## src/rtl/ibex_data_bus_demux_if.sv

```systemverilog
// Ibex data bus bundle between one master (core LSU) and SLAVES_NUM slaves.
//   master modport : view of the core plus the slaves (drives m_* requests, s_* responses)
//   slave  modport : view of the demultiplexer (drives m_* responses, s_* requests)
// Slave i read data occupies s_rdata[i*DATA_W +: DATA_W].
interface ibex_data_bus_demux_if #(
    parameter int unsigned SLAVES_NUM = 2,
    parameter int unsigned DATA_W     = 32
);
    // master request channel
    logic                         m_req;
    logic [31:0]                  m_addr;
    logic                         m_we;
    logic [DATA_W/8-1:0]          m_be;
    logic [DATA_W-1:0]            m_wdata;
    // master response channel
    logic                         m_gnt;
    logic                         m_rvalid;
    logic                         m_err;
    logic [DATA_W-1:0]            m_rdata;
    // slave request channel (fields broadcast, s_req one-hot)
    logic [SLAVES_NUM-1:0]        s_req;
    logic [31:0]                  s_addr;
    logic                         s_we;
    logic [DATA_W/8-1:0]          s_be;
    logic [DATA_W-1:0]            s_wdata;
    // per-slave handshake and response
    logic [SLAVES_NUM-1:0]        s_gnt;
    logic [SLAVES_NUM-1:0]        s_rvalid;
    logic [SLAVES_NUM-1:0]        s_err;
    logic [SLAVES_NUM*DATA_W-1:0] s_rdata;

    modport master (
        output m_req, m_addr, m_we, m_be, m_wdata,
        input  m_gnt, m_rvalid, m_err, m_rdata,
        input  s_req, s_addr, s_we, s_be, s_wdata,
        output s_gnt, s_rvalid, s_err, s_rdata
    );

    modport slave (
        input  m_req, m_addr, m_we, m_be, m_wdata,
        output m_gnt, m_rvalid, m_err, m_rdata,
        output s_req, s_addr, s_we, s_be, s_wdata,
        input  s_gnt, s_rvalid, s_err, s_rdata
    );
endinterface

```

## src/rtl/ibex_data_bus_demux.sv

```systemverilog
// One-master, N-slave demultiplexer for the Ibex data bus.
// Requests are decoded by address (lowest matching slave wins), up to
// MAX_OUTSTANDING transactions may be in flight to a single target, and
// responses return to the master in order. Request and response paths are
// combinational; all outputs are forced to 0 while rst_n is low.
//
// Ports:
//   clk   - system clock
//   rst_n - asynchronous active-low reset
//   bus   - ibex_data_bus_demux_if.slave (master side m_*, slave side s_*)
//
// Optional feature: define DATA_BUS_ERR_SLAVE_EN to terminate unmapped
// accesses in an internal error responder (grant, then m_err=1 one cycle
// later). Without it, unmapped accesses go to slave 0.
module ibex_data_bus_demux #(
    parameter int unsigned                 SLAVES_NUM      = 2,
    parameter int unsigned                 DATA_W          = 32,
    parameter int unsigned                 MAX_OUTSTANDING = 2,
    parameter logic [SLAVES_NUM-1:0][31:0] SLAVE_BASE      = '0,
    parameter logic [SLAVES_NUM-1:0][31:0] SLAVE_MASK      = '0
) (
    input  logic                     clk,
    input  logic                     rst_n,
    ibex_data_bus_demux_if.slave     bus
);

    localparam int unsigned CW = $clog2(MAX_OUTSTANDING + 1);
`ifdef DATA_BUS_ERR_SLAVE_EN
    localparam int unsigned TW      = $clog2(SLAVES_NUM + 1);
    localparam int unsigned DEF_IDX = SLAVES_NUM;
`else
    localparam int unsigned TW      = (SLAVES_NUM > 1) ? $clog2(SLAVES_NUM) : 1;
    localparam int unsigned DEF_IDX = 0;
`endif

    logic [CW-1:0]         cnt_q, cnt_d;
    logic [TW-1:0]         tgt_q;
    logic [TW-1:0]         tgt_dec;
    logic                  hit;
    logic                  sel_gnt, sel_rvalid, sel_err;
    logic [DATA_W-1:0]     sel_rdata;
    logic                  rsp_valid, rsp_err;
    logic [DATA_W-1:0]     rsp_rdata;
    logic                  drain_last, fwd, gnt_c, accept;
    logic [SLAVES_NUM-1:0] s_req_c;
`ifdef DATA_BUS_ERR_SLAVE_EN
    logic                  dec_is_err, q_is_err, err_rsp_q;
`endif

    // Address decode: lowest matching slave index wins, else default target
    always_comb begin
        tgt_dec = TW'(DEF_IDX);
        hit     = 1'b0;
        for (int i = 0; i < int'(SLAVES_NUM); i++) begin
            if (!hit && ((bus.m_addr & SLAVE_MASK[i]) == SLAVE_BASE[i])) begin
                tgt_dec = TW'(i);
                hit     = 1'b1;
            end
        end
    end

    // Grant from the decoded slave, response fields from the outstanding target
    always_comb begin
        sel_gnt    = 1'b0;
        sel_rvalid = 1'b0;
        sel_err    = 1'b0;
        sel_rdata  = '0;
        for (int i = 0; i < int'(SLAVES_NUM); i++) begin
            if (tgt_dec == TW'(i)) begin
                sel_gnt = bus.s_gnt[i];
            end
            if (tgt_q == TW'(i)) begin
                sel_rvalid = bus.s_rvalid[i];
                sel_err    = bus.s_err[i];
                sel_rdata  = bus.s_rdata[i*DATA_W +: DATA_W];
            end
        end
    end

    // Response routing; stray responses are masked by the target/count check
`ifdef DATA_BUS_ERR_SLAVE_EN
    assign dec_is_err = !hit;
    assign q_is_err   = (tgt_q == TW'(SLAVES_NUM));
    assign rsp_valid  = (cnt_q != '0) & (q_is_err ? err_rsp_q : sel_rvalid);
    assign rsp_err    = q_is_err ? 1'b1 : sel_err;
    assign rsp_rdata  = q_is_err ? '0 : sel_rdata;
`else
    assign rsp_valid  = (cnt_q != '0) & sel_rvalid;
    assign rsp_err    = sel_err;
    assign rsp_rdata  = sel_rdata;
`endif

    // A response retiring the last outstanding transaction frees the target
    // in the same cycle, so a slave switch costs no extra cycle.
    assign drain_last = (cnt_q == CW'(1)) & rsp_valid;
    assign fwd        = ((cnt_q == '0) | (tgt_dec == tgt_q) | drain_last)
                      & (cnt_q < CW'(MAX_OUTSTANDING));

    // Request forwarding
    always_comb begin
        s_req_c = '0;
        for (int i = 0; i < int'(SLAVES_NUM); i++) begin
            s_req_c[i] = fwd & bus.m_req & (tgt_dec == TW'(i));
        end
    end

`ifdef DATA_BUS_ERR_SLAVE_EN
    assign gnt_c = fwd & (dec_is_err ? bus.m_req : sel_gnt);
`else
    assign gnt_c = fwd & sel_gnt;
`endif
    assign accept = bus.m_req & gnt_c;

    // Outstanding counter: accept and response in the same cycle cancel out
    always_comb begin
        cnt_d = cnt_q;
        case ({accept, rsp_valid})
            2'b10:   cnt_d = cnt_q + CW'(1);
            2'b01:   cnt_d = cnt_q - CW'(1);
            default: cnt_d = cnt_q;
        endcase
    end

    // Transaction state
    always_ff @(posedge clk or negedge rst_n) begin
        if (!rst_n) begin
            cnt_q <= '0;
            tgt_q <= '0;
        end else begin
            cnt_q <= cnt_d;
            if (accept) begin
                tgt_q <= tgt_dec;
            end
        end
    end

`ifdef DATA_BUS_ERR_SLAVE_EN
    // Error responder answers exactly one cycle after each grant
    always_ff @(posedge clk or negedge rst_n) begin
        if (!rst_n) begin
            err_rsp_q <= 1'b0;
        end else begin
            err_rsp_q <= accept & dec_is_err;
        end
    end
`endif

    // Outputs held at 0 during reset
    assign bus.s_req    = rst_n ? s_req_c      : '0;
    assign bus.s_addr   = rst_n ? bus.m_addr   : '0;
    assign bus.s_we     = rst_n ? bus.m_we     : 1'b0;
    assign bus.s_be     = rst_n ? bus.m_be     : '0;
    assign bus.s_wdata  = rst_n ? bus.m_wdata  : '0;
    assign bus.m_gnt    = rst_n ? gnt_c        : 1'b0;
    assign bus.m_rvalid = rst_n ? rsp_valid    : 1'b0;
    assign bus.m_err    = rst_n ? rsp_err      : 1'b0;
    assign bus.m_rdata  = rst_n ? rsp_rdata    : '0;

endmodule
```

## src/flat_wrapper.sv

```systemverilog
// flat-port wrapper written by rule: the top's interface ports become plain ports
module ibex_data_bus_demux_flat 
#(
    parameter int unsigned                 SLAVES_NUM      = 2,
    parameter int unsigned                 DATA_W          = 32,
    parameter int unsigned                 MAX_OUTSTANDING = 2,
    parameter logic [SLAVES_NUM-1:0][31:0] SLAVE_BASE      = '0,
    parameter logic [SLAVES_NUM-1:0][31:0] SLAVE_MASK      = '0
)
  (clk, rst_n, bus_m_req, bus_m_addr, bus_m_we, bus_m_be, bus_m_wdata, bus_m_gnt, bus_m_rvalid, bus_m_err, bus_m_rdata, bus_s_req, bus_s_addr, bus_s_we, bus_s_be, bus_s_wdata, bus_s_gnt, bus_s_rvalid, bus_s_err, bus_s_rdata);
  ibex_data_bus_demux_if #(.SLAVES_NUM(SLAVES_NUM), .DATA_W(DATA_W)) bus_i ();
  input  logic clk;
  input  logic rst_n;
  input wire logic [$bits(bus_i.m_req)-1:0] bus_m_req;
  input wire logic [$bits(bus_i.m_addr)-1:0] bus_m_addr;
  input wire logic [$bits(bus_i.m_we)-1:0] bus_m_we;
  input wire logic [$bits(bus_i.m_be)-1:0] bus_m_be;
  input wire logic [$bits(bus_i.m_wdata)-1:0] bus_m_wdata;
  output wire logic [$bits(bus_i.m_gnt)-1:0] bus_m_gnt;
  output wire logic [$bits(bus_i.m_rvalid)-1:0] bus_m_rvalid;
  output wire logic [$bits(bus_i.m_err)-1:0] bus_m_err;
  output wire logic [$bits(bus_i.m_rdata)-1:0] bus_m_rdata;
  output wire logic [$bits(bus_i.s_req)-1:0] bus_s_req;
  output wire logic [$bits(bus_i.s_addr)-1:0] bus_s_addr;
  output wire logic [$bits(bus_i.s_we)-1:0] bus_s_we;
  output wire logic [$bits(bus_i.s_be)-1:0] bus_s_be;
  output wire logic [$bits(bus_i.s_wdata)-1:0] bus_s_wdata;
  input wire logic [$bits(bus_i.s_gnt)-1:0] bus_s_gnt;
  input wire logic [$bits(bus_i.s_rvalid)-1:0] bus_s_rvalid;
  input wire logic [$bits(bus_i.s_err)-1:0] bus_s_err;
  input wire logic [$bits(bus_i.s_rdata)-1:0] bus_s_rdata;
  assign bus_i.m_req = bus_m_req;
  assign bus_i.m_addr = bus_m_addr;
  assign bus_i.m_we = bus_m_we;
  assign bus_i.m_be = bus_m_be;
  assign bus_i.m_wdata = bus_m_wdata;
  assign bus_m_gnt = bus_i.m_gnt;
  assign bus_m_rvalid = bus_i.m_rvalid;
  assign bus_m_err = bus_i.m_err;
  assign bus_m_rdata = bus_i.m_rdata;
  assign bus_s_req = bus_i.s_req;
  assign bus_s_addr = bus_i.s_addr;
  assign bus_s_we = bus_i.s_we;
  assign bus_s_be = bus_i.s_be;
  assign bus_s_wdata = bus_i.s_wdata;
  assign bus_i.s_gnt = bus_s_gnt;
  assign bus_i.s_rvalid = bus_s_rvalid;
  assign bus_i.s_err = bus_s_err;
  assign bus_i.s_rdata = bus_s_rdata;
  ibex_data_bus_demux #(.SLAVES_NUM(SLAVES_NUM), .DATA_W(DATA_W), .MAX_OUTSTANDING(MAX_OUTSTANDING), .SLAVE_BASE(SLAVE_BASE), .SLAVE_MASK(SLAVE_MASK)) u_core (.clk(clk), .rst_n(rst_n), .bus(bus_i));
endmodule
```

## config.mk

```make
export PLATFORM = sky130hd
export DESIGN_NAME = ibex_data_bus_demux_flat
export DESIGN_NICKNAME = d
export VERILOG_FILES = /design/src/rtl/ibex_data_bus_demux_if.sv /design/src/rtl/ibex_data_bus_demux.sv /design/src/flat_wrapper.sv
export SDC_FILE = /design/constraint.sdc
export NUM_CORES = 1
export LEC_CHECK = 0
export CAP_MARGIN = 15
export CELL_PAD_IN_SITES_DETAIL_PLACEMENT = 0
export CELL_PAD_IN_SITES_GLOBAL_PLACEMENT = 1
export CORE_MARGIN = 4
export CORE_UTILIZATION = 10
export DETAILED_ROUTE_END_ITERATION = 12
export PLACE_DENSITY_LB_ADDON = 0.1
export SLEW_MARGIN = 30
export SYNTH_ARGS = -nofsm -noshare
export SYNTH_HDL_FRONTEND = slang
export SYNTH_SLANG_ARGS = --single-unit
```

## constraint.sdc

```tcl
create_clock -name clk -period 2.45 [get_ports clk]
set_input_delay 0.49 -clock clk [delete_from_list [all_inputs] [get_ports clk]]
set_output_delay 0.49 -clock clk [all_outputs]
set_load 0.01 [all_outputs]
```

# Word-level counts from Yosys, hierarchy flattened
# Index checks and enable logic that the tools add are counted.
# classes
addsub,2
magnitude_cmp,1
n_eq_ne,2
mux,10
bitwise_logic,4
reduce_logical,2
# ops
operator,n
32-bit 2-to-1 mux,3
1-bit 2-to-1 mux,5
1-bit AND,4
4-bit 2-to-1 mux,1
2-bit one-hot mux with 2 select lines,1
2-bit nonzero test,2
2-bit by 1-bit adder with 2-bit output (second input constant),1
2-bit by 1-bit equality test with 1-bit output (second input constant),1
2-bit equality test (second input constant),1
2-bit less-than comparator (second input constant),1
2-bit by 1-bit subtractor with 2-bit output (second input constant),1
# word_totals
regBits,2
in_bits,142
out_inout_bits,106
wordCells,22

# Logic depth before layout (Yosys ltp)
# Gate-level depths: netlist of the first run.
# logic_depth
word_depth,5
mapped_depth,5

# Worst setup path after synthesis of the first run
# OpenSTA, ideal clock, no wires.
# synth_timing
path_type,input to output
from,in rst_n
to,out bus_m_rdata[10]
arrival_ns,0.880
t_required_ns,1.960
path_slack_ns,1.080
cell_stages,3
path_buffers,2
cell_sequence,buf_6 buf_6 and2_1
# synth_between
elab_chain_len,1
# synth_lines
element,line_no,rtl
"start, declared",flat_wrapper.sv:13,input logic rst_n;
32-bit 2-to-1 mux,ibex_data_bus_demux.sv:157,assign bus.m_rdata = rst_n ? rsp_rdata : '0;
"end, declared",flat_wrapper.sv:22,output wire logic [$bits(bus_i.m_rdata)-1:0] bus_m_rdata;
# Every way passes these cells.

# Worst setup path after layout of the first run
# layout_timing
from,in bus_s_rvalid[0]
to,out bus_m_rvalid
# layout_between
elab_chain_len,2
# layout_lines
element,line_no,rtl
"start, declared",flat_wrapper.sv:29,input wire logic [$bits(bus_i.s_rvalid)-1:0] bus_s_rvalid;
1-bit AND,ibex_data_bus_demux.sv:88,assign rsp_valid = (cnt_q != '0) & sel_rvalid;
1-bit 2-to-1 mux,ibex_data_bus_demux.sv:155,assign bus.m_rvalid = rst_n ? rsp_valid : 1'b0;
"end, declared",flat_wrapper.sv:20,output wire logic [$bits(bus_i.m_rvalid)-1:0] bus_m_rvalid;
# Every way passes these cells.

==> results of run 1 <==
[cells by family after synthesis]
group,Yosys count,share of synthesized area [%]
AOI/OAI and AO/OA,1,0.860
DFF,2,5.73
xor gates and xnor gates,3,3.01
other,1,0.429
and+or+nand+nor,107,77.1
buffers and inverters,12,11.5
adders and majority gates,1,1.43
[per-layer routing]
| metal | share of wire [%] | wire, µm | vias up |
|---|---|---|---|
| met2 | 51 | 2710 | 138 |
| li1 | - | - | 782 |
| met1 | 31 | 1670 | 641 |
| met5 | 0 | 0 | - |
| met3 | 17 | 923 | 6 |
| met4 | 1.0 | 54 | 0 |
[worst max-delay path by stage]
stage                     depth (start not counted)               to  slack [ps]       startpoint
after detailed placement                          4     bus_m_rvalid         190  bus_s_rvalid[0]
after global routing                              4     bus_m_rvalid         160  bus_s_rvalid[0]
after CTS                                         4     bus_m_rvalid         190  bus_s_rvalid[0]
final                                             4     bus_m_rvalid         210  bus_s_rvalid[0]
after floorplan                                   3  bus_m_rdata[10]        1080            rst_n
after global placement                            4     bus_m_rvalid         190  bus_s_rvalid[0]
[worst max-delay path: stages]
cell and delay (ps):
sky130_fd_sc_hd__clkdlybuf4s50_1 460, sky130_fd_sc_hd__o21a_1 130, sky130_fd_sc_hd__and2_1 120, sky130_fd_sc_hd__clkdlybuf4s50_1 550
[layout by cell type, fill, tap and decap left out]
master | synthesis | layout
sky130_fd_sc_hd__and2_1 | 103 | 103
sky130_fd_sc_hd__and3b_1 | 2 | 2
sky130_fd_sc_hd__buf_12 | 0 | 2
sky130_fd_sc_hd__buf_2 | 5 | 1
sky130_fd_sc_hd__clkbuf_8 | 0 | 3
sky130_fd_sc_hd__clkdlybuf4s50_1 | 0 | 210
sky130_fd_sc_hd__conb_1 | 1 | 1
sky130_fd_sc_hd__dfrtp_1 | 2 | 2
sky130_fd_sc_hd__ha_1 | 1 | 1
sky130_fd_sc_hd__nand3b_1 | 1 | 1
sky130_fd_sc_hd__nor2_1 | 1 | 1
sky130_fd_sc_hd__o21a_1 | 1 | 1
sky130_fd_sc_hd__xnor2_1 | 2 | 2
sky130_fd_sc_hd__xor2_1 | 1 | 1
[layout make-up]
cell class | instances | area (µm²)
Tap cell | 105 | 131
Timing Repair Buffer | 213 | 2150
Sequential cell | 2 | 50.0
Multi-Input combinational cell | 113 | 723
Fill cell | 841 | 5250
Clock buffer | 3 | 41.3
[where the power goes]
part	internal, mW	switching, mW	total, mW
registers	0.0523	0.0201	0.0725
clock network	0.104	0.0250	0.129
logic	0.392	0.174	0.567
==> out/qor.yml, run 1 <==
status: "finished clean"
vias_per_cell: 3.59
route.vias.total: 1567
initial_core_util_pct: 10.5
grt_remaining_overflow: 0
globalRouteMet3Util_pct: 4.82
final_design_area_no_fill_um2: 3090
yosysSeqAreaShare_pct: 5.73
worst_endpoint_required_time_ps: 1960
drc_violation_total_after_the_first_tritonroute_iteration: 7
yosys_register_bits: 2
postSynthCellCount: 127
die_height_um: 101
drc_errors: 0
r2r_end: "u_core.cnt_q[1]"
post_dp_cell_area_um2: 3050
placementRows: 33
tns_ps: 0
cts_max_path_buffers: 2
largest_register_ff_count: 2
insertedDiodeCount: 0
period_needed_ps: 2240
synthesis.area_um2: 873
leakagePower_nw: 1.18
synth.largest_area_cell: "sky130_fd_sc_hd__and2_1"
clock-root-buffer: "sky130_fd_sc_hd__clkbuf_8"
setup.worst_path.class: "in2out"
smallest_hold_slack_ps: 264
num-nets-final: 476
ctsHtreeMaxLevel: 1
postCtsResizedCells: 0
worst_path_max_fanout: 2
yosysWarningCount: 0
finish.cell_count_without_fillers: 436
reg2reg_depth: 4
timing.critical_path.arrival_ps: 1750
first_pass_iters: 2
grt_antenna_before_repair: 0
total_power_uw: 768
cellPowerDensity_nw_per_um2: 248
pin_count_of_the_biggest_net_entering_global_routing: 56
drive_gt1_share_pct: 1.81
synthTopCellsByCount: "sky130_fd_sc_hd__and2_1 (103), sky130_fd_sc_hd__buf_6 (6), sky130_fd_sc_hd__buf_2 (5)"
timing.hold.worst.class: "in2async"
highest_clock_frequency_the_design_can_meet_mhz: 447
worstSetupStartpointType: "input pin"
cts_tree: "yes"
reg_top3: "u_core.cnt_q (2)"
core-area_um2: 8340
yosys.cell_types.count: 13
layout.core_utilization_pct: 37.1
worst_setup_path_end_kind: "output port"
area_growth_pct: 254
place.detailed.instances: 433
registers.top_by_ff_count: "u_core.cnt_q"
regToRegStartpoint: "u_core.cnt_q[1]"
cts_sinks: 2
clock_skew_ps: 6.75
routedWlPerCell_um: 12.3
worst-r2r-setup-slack_ps: 1130
globalRouteMet2Util_pct: 17.8
ys_async_rst_share_pct: 100
number_of_routed_nets_with_antenna_violations: 0
fp.dieArea_um2: 10300
yosys_most_used_dff: "sky130_fd_sc_hd__dfrtp_1"
first_global_vias: 1502
synth_enable_flop_cells: 0
cts_hold_buffers: 0
die_width_um: 101
number_of_nets_produced_by_synthesis: 270
fin_crit_sh_pct: 91.4
worst_skew_pair.late_latency_ps: 210
dp_hpwl_um: 4840
met1_usage_pct: 8.04
drv_cap: 0
report.final.setup_viol: 0
synth_most_common_cell: "sky130_fd_sc_hd__and2_1"
pin_count: 248
globalRoute.busiestLayer: "met2"
io_buffers: 211
post-route-worst-setup-slack_ps: 211
routabilityCongestion: 0.680
postRouteWirelength_um: 5360
synth_top_area_share_pct: 73.8
global_route_wire_length_before_repair_um: 7450
syn-mean-instance-area_um2: 6.88
post-cts-setup-buffers: 0
rsz0062_at_grt: "false"
synth.top_cells.by_area: "sky130_fd_sc_hd__and2_1 (74%), sky130_fd_sc_hd__buf_6 (7.7%), sky130_fd_sc_hd__dfrtp_1 (5.7%), sky130_fd_sc_hd__buf_2 (2.9%), sky130_fd_sc_hd__and3b_1 (2.0%)"
final-max-slew-violation-count: 0
timing.final.hold_violations: 0
track_usage_pct: 8.96
tritoncts.num_buffers: 3
place_worst_setup_slack_ps: 191
irDropWorstVdd_mv: 0.124
path_clk_slew_ps: 30
Note: power is estimated with default switching activity, not from simulation.
==> inputs of run 2 (changes only) <==
--- a/config.mk
+++ b/config.mk
@@ -11,6 +11,7 @@
 export CORE_MARGIN = 4
 export CORE_UTILIZATION = 10
 export DETAILED_ROUTE_END_ITERATION = 12
+export GPL_TIMING_DRIVEN = 0
 export PLACE_DENSITY_LB_ADDON = 0.1
 export SLEW_MARGIN = 30
 export SYNTH_ARGS = -nofsm -noshare
==> run 2 against run 1 <==
Net effect:
- sequential power up 1%
- critical path depth did not move
- count of clock-buffer cells in the layout stayed put
- total power is 0.90% higher
- cell count up 2.3%
- largest cell class unchanged
- highest routed layer unchanged
==> out/qor.yml, run 2 (synthesized netlist as in run 1, its figures left out) <==
status: "finished clean"
largest_register_ff_count: 2
die_height_um: 101
initial_core_util_pct: 10.5
highest_clock_frequency_the_design_can_meet_mhz: 448
combinationalPowerShare_pct: 73.9
cts_sinks: 2
pin_count_of_the_biggest_net_entering_global_routing: 11
drc_violation_total_after_the_first_tritonroute_iteration: 6
worst_setup_path_end_kind: "output port"
core-area_um2: 8340
r2r_end: "u_core.cnt_q[1]"
drv_cap: 0
insertedDiodeCount: 0
reg2reg_depth: 4
routedWlPerCell_um: 12.0
cts_tree: "yes"
worst-r2r-setup-slack_ps: 1150
die_width_um: 101
p_int_uw: 555
critPathCapture: "bus_m_rvalid"
power_switching_share_pct: 28.4
fillCellCount: 858
routabilityCongestion: 0.721
number_of_routed_nets_with_antenna_violations: 0
global_route_wire_length_before_repair_um: 7560
route.vias.total: 1590
startpoint: "bus_s_rvalid[0]"
worstSetupStartpointType: "input pin"
worst_endpoint_required_time_ps: 1960
cellPowerDensity_nw_per_um2: 246
finish.cell_count_without_fillers: 446
registers.top_by_ff_count: "u_core.cnt_q"
first_global_vias: 1548
postRouteWirelength_um: 5370
grt_remaining_overflow: 0
place.detailed.instances: 443
io_buffers: 211
post-cts-setup-buffers: 0
irDropWorstVdd_mv: 0.128
path_clk_slew_ps: 30
drc_errors: 0
timing.hold.worst.class: "in2async"
tritoncts.num_buffers: 3
layout.cells.most_common: "sky130_fd_sc_hd__clkdlybuf4s50_1"
rsz0062_at_grt: "false"
final_design_area_no_fill_um2: 3150
cts_hold_buffers: 0
clock_skew_ps: 0.668
area_growth_pct: 261
vias_per_cell: 3.57
post_dp_cell_area_um2: 3120
first_pass_iters: 3
num-nets-final: 486
reg_top3: "u_core.cnt_q (2)"
setup.worst_path.class: "in2out"
pin_count: 248
ctsHtreeMaxLevel: 1
report.final.setup_viol: 0
share_seq_of_total_power_pct: 9.5
regToRegStartpoint: "u_core.cnt_q[0]"
cts_max_path_buffers: 2
clock_power_share_pct: 16.7
drive_gt1_share_pct: 4.69
timing.final.hold_violations: 0
track_usage_pct: 9.29
timing.critical_path.arrival_ps: 1740
worst_skew_pair.late_latency_ps: 210
layout_common_cells: "sky130_fd_sc_hd__clkdlybuf4s50_1 (210), sky130_fd_sc_hd__and2_1 (103), sky130_fd_sc_hd__buf_6 (6)"
clock-root-buffer: "sky130_fd_sc_hd__clkbuf_8"
fp.dieArea_um2: 10300
grt_antenna_before_repair: 0
placementRows: 33
dp_hpwl_um: 5030
final-max-slew-violation-count: 0
power.switching_uw: 220
worst_path_max_fanout: 2
fin_crit_sh_pct: 91.2
period_needed_ps: 2230
leakagePower_nw: 1.22
## run 2: changes by cell type in the layout (fill, tap and decap cells not counted), sizes merged
cell,change
clkbuf,+1
buf,+9
## run 2: how the worst min path moves through the flow
stage	end	slack (ps)	depth (start not counted)
2_1_floorplan	u_core.cnt_q[0]	190	0
3_3_place_gp	u_core.cnt_q[0]	510	1
3_5_place_dp	u_core.cnt_q[0]	520	1
4_1_cts	u_core.cnt_q[0]	260	1
5_1_grt	u_core.cnt_q[0]	130	1
6_report	u_core.cnt_q[0]	120	1
## run 2: area by class of cell
| cell class | instances | area (µm²) | area share, % |
|---|---|---|---|
| plain buffers | 12 | 100 | 3.17 |
| clock buffers | 3 | 41.3 | 1.31 |
| multi-input cells | 113 | 723 | 22.9 |
| flip-flops and latches | 2 | 50.0 | 1.59 |
| well taps | 105 | 131 | 4.17 |
| repair buffers | 211 | 2110 | 66.8 |
## run 2: critical path: stages
cell                              delay, ps
sky130_fd_sc_hd__clkdlybuf4s50_1        450
sky130_fd_sc_hd__o21a_1                 140
sky130_fd_sc_hd__and2_1                 120
sky130_fd_sc_hd__clkdlybuf4s50_1        540
## run 2: what timing repair did
| item | in CTS | in global routing |
|---|---|---|
| pin swaps | 0 | 0 |
| endpoints found under the setup margin | 105 | 48 |
| resized for setup | 2 | 1 |
## run 2: routing by layer
metal | wire length (µm) | up-vias | GRT usage (%)
li1 | - | 805 | -
met1 | 1590 | 645 | 7.84
met2 | 2800 | 138 | 18.7
met3 | 966 | 2 | 5.23
met4 | 15 | 0 | 1.84
met5 | 0 | - | 0
## run 2: power groups by stage
stage          Sequential [mW]  Clock, mW  Combinational [mW]
4_1_cts                 0.0740      0.134               0.584
2_1_floorplan           0.0683          0               0.208
6_report                0.0735      0.129               0.572
5_1_grt                 0.0766      0.139               0.617
3_5_place_dp            0.0744          0               0.583
3_3_place_gp            0.0743          0               0.585
## run 2: stage by stage
stage / hold slack [ps] / total power [mW] / utilization, % / TNS, ps / worst slack [ps]
finish: 119 / 0.775 / 37.8 / 0 / 215
global route: 132 / 0.832 / 37.8 / 0 / 139
CTS: 263 / 0.792 / 37.9 / 0 / 15.3
detailed placement: 516 / 0.657 / 37.4 / -20590 / -289
global placement: 507 / 0.660 / 37.4 / -19630 / -284
floorplan: 194 / 0.276 / - / 0 / 1080
==> inputs of run 3 (changes only) <==
--- a/config.mk
+++ b/config.mk
@@ -11,9 +11,8 @@
 export CORE_MARGIN = 4
 export CORE_UTILIZATION = 10
 export DETAILED_ROUTE_END_ITERATION = 12
-export GPL_TIMING_DRIVEN = 0
 export PLACE_DENSITY_LB_ADDON = 0.1
-export SLEW_MARGIN = 30
+export SLEW_MARGIN = 20
 export SYNTH_ARGS = -nofsm -noshare
 export SYNTH_HDL_FRONTEND = slang
 export SYNTH_SLANG_ARGS = --single-unit
==> results of run 3 <==
Same layout as run 1: the final DEF is identical, and so are final timing and power.
